## src/rtl/switch_debouncer.sv

```systemverilog
// switch_debouncer
// Conditions raw board switch/button levels for the lab gate inputs.
// Each channel gets a two-flop synchronizer and a four-state debounce FSM.
// The clean level drives the gates. One-cycle rise/fall pulses go to the
// counter and LED logic. All outputs are registered, so no combinational
// path exists from sw_raw to any output.

module switch_debouncer #(
    parameter int WIDTH           = 2,
    parameter int DEBOUNCE_CYCLES = 4   // legal range 1..65535
) (
    input  logic             clk,
    input  logic             rst,
    input  logic [WIDTH-1:0] sw_raw,
    output logic [WIDTH-1:0] sw_clean,
    output logic [WIDTH-1:0] sw_rise,
    output logic [WIDTH-1:0] sw_fall
);

    // The counter holds 0..DEBOUNCE_CYCLES and saturates at the top value.
    localparam int CNT_W = $clog2(DEBOUNCE_CYCLES + 1);
    localparam logic [CNT_W-1:0] CNT_ONE  = CNT_W'(1);
    localparam logic [CNT_W-1:0] CNT_LAST = CNT_W'(DEBOUNCE_CYCLES - 1);
    localparam logic [CNT_W-1:0] CNT_MAX  = CNT_W'(DEBOUNCE_CYCLES);
    localparam bit               SINGLE   = (DEBOUNCE_CYCLES == 1);

    typedef enum logic [1:0] {
        STABLE_LOW  = 2'd0,
        CHECK_HIGH  = 2'd1,
        STABLE_HIGH = 2'd2,
        CHECK_LOW   = 2'd3
    } state_t;

    logic [WIDTH-1:0] sync1_reg;
    logic [WIDTH-1:0] sync2_reg;

    // Two-flop synchronizer. The FSMs only ever look at sync2.
    always_ff @(posedge clk or posedge rst) begin
        if (rst) begin
            sync1_reg <= '0;
            sync2_reg <= '0;
        end else begin
            sync1_reg <= sw_raw;
            sync2_reg <= sync1_reg;
        end
    end

    genvar gi;
    generate
        for (gi = 0; gi < WIDTH; gi++) begin : g_chan
            state_t           state_reg;
            logic [CNT_W-1:0] cnt_reg;
            logic             clean_reg;
            logic             rise_reg;
            logic             fall_reg;
            logic             smp;

            assign smp = sync2_reg[gi];

            // Debounce FSM. The clean level and its edge pulse are updated
            // together on the completing edge. Pulses drop after one cycle.
            always_ff @(posedge clk or posedge rst) begin
                if (rst) begin
                    state_reg <= STABLE_LOW;
                    cnt_reg   <= '0;
                    clean_reg <= 1'b0;
                    rise_reg  <= 1'b0;
                    fall_reg  <= 1'b0;
                end else begin
                    rise_reg <= 1'b0;
                    fall_reg <= 1'b0;
                    case (state_reg)
                        STABLE_LOW: begin
                            if (smp) begin
                                // A one-sample debounce needs no check phase.
                                if (SINGLE) begin
                                    state_reg <= STABLE_HIGH;
                                    clean_reg <= 1'b1;
                                    rise_reg  <= 1'b1;
                                    cnt_reg   <= '0;
                                end else begin
                                    state_reg <= CHECK_HIGH;
                                    cnt_reg   <= CNT_ONE;
                                end
                            end else begin
                                cnt_reg <= '0;
                            end
                        end
                        CHECK_HIGH: begin
                            if (!smp) begin
                                // Glitch rejected. The output never moved.
                                state_reg <= STABLE_LOW;
                                cnt_reg   <= '0;
                            end else if (cnt_reg == CNT_LAST) begin
                                state_reg <= STABLE_HIGH;
                                clean_reg <= 1'b1;
                                rise_reg  <= 1'b1;
                                cnt_reg   <= '0;
                            end else if (cnt_reg != CNT_MAX) begin
                                cnt_reg <= cnt_reg + 1'b1;
                            end
                        end
                        STABLE_HIGH: begin
                            if (!smp) begin
                                if (SINGLE) begin
                                    state_reg <= STABLE_LOW;
                                    clean_reg <= 1'b0;
                                    fall_reg  <= 1'b1;
                                    cnt_reg   <= '0;
                                end else begin
                                    state_reg <= CHECK_LOW;
                                    cnt_reg   <= CNT_ONE;
                                end
                            end else begin
                                cnt_reg <= '0;
                            end
                        end
                        CHECK_LOW: begin
                            if (smp) begin
                                state_reg <= STABLE_HIGH;
                                cnt_reg   <= '0;
                            end else if (cnt_reg == CNT_LAST) begin
                                state_reg <= STABLE_LOW;
                                clean_reg <= 1'b0;
                                fall_reg  <= 1'b1;
                                cnt_reg   <= '0;
                            end else if (cnt_reg != CNT_MAX) begin
                                cnt_reg <= cnt_reg + 1'b1;
                            end
                        end
                        default: begin
                            state_reg <= STABLE_LOW;
                            cnt_reg   <= '0;
                            clean_reg <= 1'b0;
                        end
                    endcase
                end
            end

            assign sw_clean[gi] = clean_reg;
            assign sw_rise[gi]  = rise_reg;
            assign sw_fall[gi]  = fall_reg;
        end
    endgenerate

endmodule

```

## config.mk

```make
export PLATFORM = sky130hd
export DESIGN_NAME = switch_debouncer
export DESIGN_NICKNAME = d
export VERILOG_FILES = /design/src/rtl/switch_debouncer.sv
export SDC_FILE = /design/constraint.sdc
export NUM_CORES = 1
export LEC_CHECK = 0
export ABC_CLOCK_PERIOD_IN_PS = 3000
export CAP_MARGIN = 5
export CORE_MARGIN = 2
export CORE_UTILIZATION = 45
export DETAILED_ROUTE_END_ITERATION = 8
export GPL_TIMING_DRIVEN = 0
export HOLD_SLACK_MARGIN = 0.02
export PLACE_DENSITY = 0.77
export SLEW_MARGIN = 25
export SYNTH_ARGS = -nofsm -noshare
export SYNTH_HDL_FRONTEND = slang
export SYNTH_SLANG_ARGS = --single-unit
export TNS_END_PERCENT = 5
```

## constraint.sdc

```tcl
create_clock -name clk -period 3 [get_ports clk]
set_input_delay 0.6 -clock clk [delete_from_list [all_inputs] [get_ports clk]]
set_output_delay 0.6 -clock clk [all_outputs]
set_load 0.01 [all_outputs]
```

; Word level (Yosys, flattened, before mapping)
; Cells that the tools add are included.
[op_classes]
n_addsub = 2
n_eq_ne = 26
mux = 48
reduce_logical = 8
[op_table]
columns = operator, n
row1 = 2-bit 2-to-1 mux, 12
row2 = 3-bit 2-to-1 mux, 8
row3 = 2-bit != test (second input constant), 12
row4 = 3-bit one-hot mux with 4 select lines, 2
row5 = 1-bit 2-to-1 mux, 22
row6 = 3-bit != test (second input constant), 6
row7 = 2-bit one-hot mux with 4 select lines, 2
row8 = 5-bit AND reduction, 2
row9 = 2-bit equality test (second input constant), 4
row10 = 4-bit AND reduction, 2
row11 = 3-bit by 1-bit adder with 3-bit output (second input constant), 2
row12 = 3-bit by 2-bit equality test with 1-bit output (second input constant), 2
row13 = 2-bit by 1-bit equality test with 1-bit output (second input constant), 2
row14 = 2-bit zero test, 2
row15 = 1-bit one-hot mux with 2 select lines, 2
row16 = 2-bit nonzero test, 2
[totals]
ff_bits = 20
wordCells = 96

; Longest topological paths before layout
[logic_depth]
ltp_word = 5
ltp_mapped = 5

; Least setup slack after synthesis
; Ideal clock, no wire load.
[synth_timing]
kind = register to register
startpoint = register g_chan[0].cnt_reg[0]
endpoint = register with a tool-made name
setup_time_ns = 0.128
arrival_time_ns = 1.233
t_required_ns = 2.872
slack_ns = 1.640
stages_incl_launch_ff = 5
synth_period_minus_slack_ns = 1.360
path_cell_list = dfrtp_1 > ha_1 > ha_1 > nand2_1 > mux2_1
[synth_lines]
columns = item, line
row1 = from (decl), 52  ; logic [CNT_W-1:0] cnt_reg;
row2 = from (signal assigned), 100  ; cnt_reg <= cnt_reg + 1'b1;
row3 = from (signal assigned), 128  ; cnt_reg <= cnt_reg + 1'b1;

; Final worst setup path
[layout_timing]
startpoint = register g_chan[0].clean_reg
endpoint = output port sw_clean[0]
[layout_lines]
columns = item, line
row1 = from (decl), 53  ; logic clean_reg;
row2 = from (signal assigned), 66  ; clean_reg <= 1'b0;
row3 = from (signal assigned), 78  ; clean_reg <= 1'b1;
row4 = from (signal assigned), 96  ; clean_reg <= 1'b1;
row5 = to (decl), 15  ; output logic [WIDTH-1:0] sw_clean,
; No word-level cell between the ends.

==> impl_metrics.tcl <==
set metrics [dict create \
    status "complete, no violations" \
    dpl.hpwl_um 876 \
    relSlewSlack 0.536 \
    grt_pass1_vias 449 \
    grt_max_degree 21 \
    synth_compound_area_frac 0.0753 \
    slew_violations 0 \
    rsz0062_at_grt "no" \
    clk_path_buf_depth 2 \
    post_dp_cell_area_um2 986 \
    finish.instance_area_um2 1020 \
    cts-root-buf "clkbuf_4" \
    htree_num_levels 1 \
    clkPwrFrac 0.189 \
    ys_seq_area_frac 0.579 \
    power_density_nw_per_um2 792 \
    first_iter_violations 5 \
    io_buffers 9 \
    finalSetupViolations 0 \
    die_w_um 47.8 \
    pwr-share-comb 0.309 \
    arrival_ns 1.32 \
    synthAdderAreaFrac 0.0868 \
    synthMuxAreaShare 0.0130 \
    postSynthCellCount 73 \
    cts_num_sinks 20 \
    core-area_um2 1760 \
    seq_area_um2 500 \
    cts_setup_buffers 0 \
    vdd_drop_max_mv 0.358 \
    overflow 0 \
    initial_core_util 0.490 \
    area_growth_pct 18.2 \
    pwr-share-seq 0.501 \
    finClkSkew_ns 0.00450 \
    grt_usage 0.118 \
    largest_reg_flops 6 \
    post_cts_resized 0 \
    grt_pass1_wl_um 1790 \
    ys_warn_count 0 \
    reg2reg_slack_ns 1.54 \
    ant_nets 0 \
    holdCritStartpoint "sync1_reg[1]" \
    busiest_layer "met2" \
    antenna_found_initial 0 \
    clk_pin_slew_ns 0.11 \
    max_freq_mhz 521 \
    worst_setup_path_start_kind "flop" \
    reg2reg_depth 4 \
    met2_usage 0.171 \
    setup.worst_path.end_class "primary output" \
    r2r_start "g_chan[0].cnt_reg[0]" \
    die-area_um2 2290 \
    cts_made_buffers 3 \
    period_minus_slack_ns 1.92 \
    rows 15 \
    syn_area_um2 865 \
    gp_congestion 0.739 \
    multi_input_area_um2 285 \
    hold_slack_ns 0.359 \
    p_leak_nw 0.484 \
    viasPerCell 4.51 \
    cp_slowest_cell "clkdlybuf4s50_1" \
    vias 501 \
    path_cells "buf_4 -> clkdlybuf4s50_1" \
    switchingPower_uw 260 \
    fin_util 0.579 \
    synth_xor_area_frac 0.0405 \
    synthSimpleGateAreaFrac 0.114 \
    antenna_cells 0 \
    met3_usage 0.0226 \
    avgSynthCellArea_um2 11.8 \
    wl_um 1090 \
    whs_path_depth 0 \
    min_to "sync2_reg[1]" \
    clkLatencyLatePin_ns 0.30 \
    slowest_delay_ns 0.52 \
    max_cap_viol_count 0 \
    hp-class "reg2reg" \
    worstMarginPinSlew_ns 0.695 \
    worstPathMaxFanout 2 \
    ys_types 21 \
    setup_tns_ns 0 \
    firstDrtPassIters 4 \
    fill_cells 156 \
    period_share 0.639 \
    wl_per_cell_um 9.83 \
    die_h_um 47.8 \
    worstPathRequired_ns 2.40 \
    swShare 0.322 \
    critical_path_class "reg2out" \
    internal_power_uw 549 \
    io_pins 10 \
    cts_tree "yes" \
    ys_ff_latch 20 \
    drcViolationCount 0 \
    crit_start "g_chan[0].clean_reg" \
    finalHoldViolCount 0 \
    gr-usage-met1 0.160 \
    synth_nets 83 \
    holdBufCountCts 0 \
    layout-drive-gt1-share 0.163 \
    num-nets-final 97 \
    synth_top_family_by_area "simple AND/OR/NAND/NOR gates" \
]
-- power by group through the flow --
stage / Combinational, mW / Clock (mW) / Sequential, mW
floorplan: 0.190 / 0 / 0.397
global placement: 0.239 / 0 / 0.406
detailed placement: 0.253 / 0 / 0.412
CTS: 0.254 / 0.157 / 0.406
global route: 0.284 / 0.168 / 0.418
finish: 0.250 / 0.153 / 0.406
-- cell usage after synthesis --
cell type   n  area [um2]
nand2b_1    1        6.26
nor3b_2     1        12.5
ha_1        6        75.1
and3_1      1        6.26
a211oi_2    1        12.5
buf_4       6        45.0
a21boi_2    2        22.5
nor3_1      2        10.0
nand3b_1    1        7.51
mux2_1      1        11.3
dfrtp_1    20         500
a21oi_1     2        10.0
nor2_1      1        3.75
o31ai_1     2        15.0
inv_1       9        33.8
nand2_1     8        30.0
xnor2_1     2        17.5
o21ai_1     1        5.00
and2_1      2        12.5
nand3_1     2        10.0
xor2_1      2        17.5
-- through the flow --
step	setup WS [ns]	total power, mW	instances
5_1_grt	1.05	0.869	111
2_1_floorplan	1.64	0.587	73
3_5_place_dp	1.42	0.664	107
3_3_place_gp	1.44	0.645	107
6_report	1.08	0.809	111
4_1_cts	1.08	0.817	111
-- final cells by class --
class                      count  area share
multi-input combinational     38       0.279
timing repair buffer           9      0.0881
clock buffer                   4      0.0355
tap                           25      0.0306
buffer                         6      0.0441
inverter                       9      0.0330
sequential                    20       0.490
-- routing by layer --
layer | share of wire | vias to the layer above
met3 | 0.043 | 2
met5 | 0 | -
li1 | - | 256
met2 | 0.45 | 12
met1 | 0.49 | 231
met4 | 0.0092 | 0
-- worst max path at each step --
stage,endpoint,cells past startpoint
finish,sw_clean[0],2
global route,sw_clean[0],2
CTS,sw_clean[0],2
detailed placement,sw_clean[0],2
global placement,sw_clean[0],2
floorplan,flop,4
-- cells in the final DEF (no fill, tap or decap), types with 2 or more instances in the layout --
master	Yosys	final
clkbuf_4	0	3
ha_1	6	6
clkdlybuf4s50_1	0	9
xor2_1	2	2
dfrtp_1	20	20
inv_1	9	9
a21boi_2	2	2
nor3_1	2	2
nand3_1	2	2
o31ai_1	2	2
a21oi_1	2	2
xnor2_1	2	2
and2_1	2	2
nand2_1	8	8
buf_4	6	6
-- critical path: cells and delay by family, from the launching register on --
| family | cells | cell delay (ns) |
|---|---|---|
| buffers and inverters | 2 | 0.63 |
| DFF | 1 | 0.39 |
-- cell families (layout without fill, tap and decap cells) --
family          count (synthesis)  count (layout)
flops                          20              20
simple gates                   19              19
buf+inv                        15              28
compound gates                  8               8
fa+ha+maj                       6               6
xor+xnor                        4               4
mux                             1               1
Power figures use the tool's default switching activity.
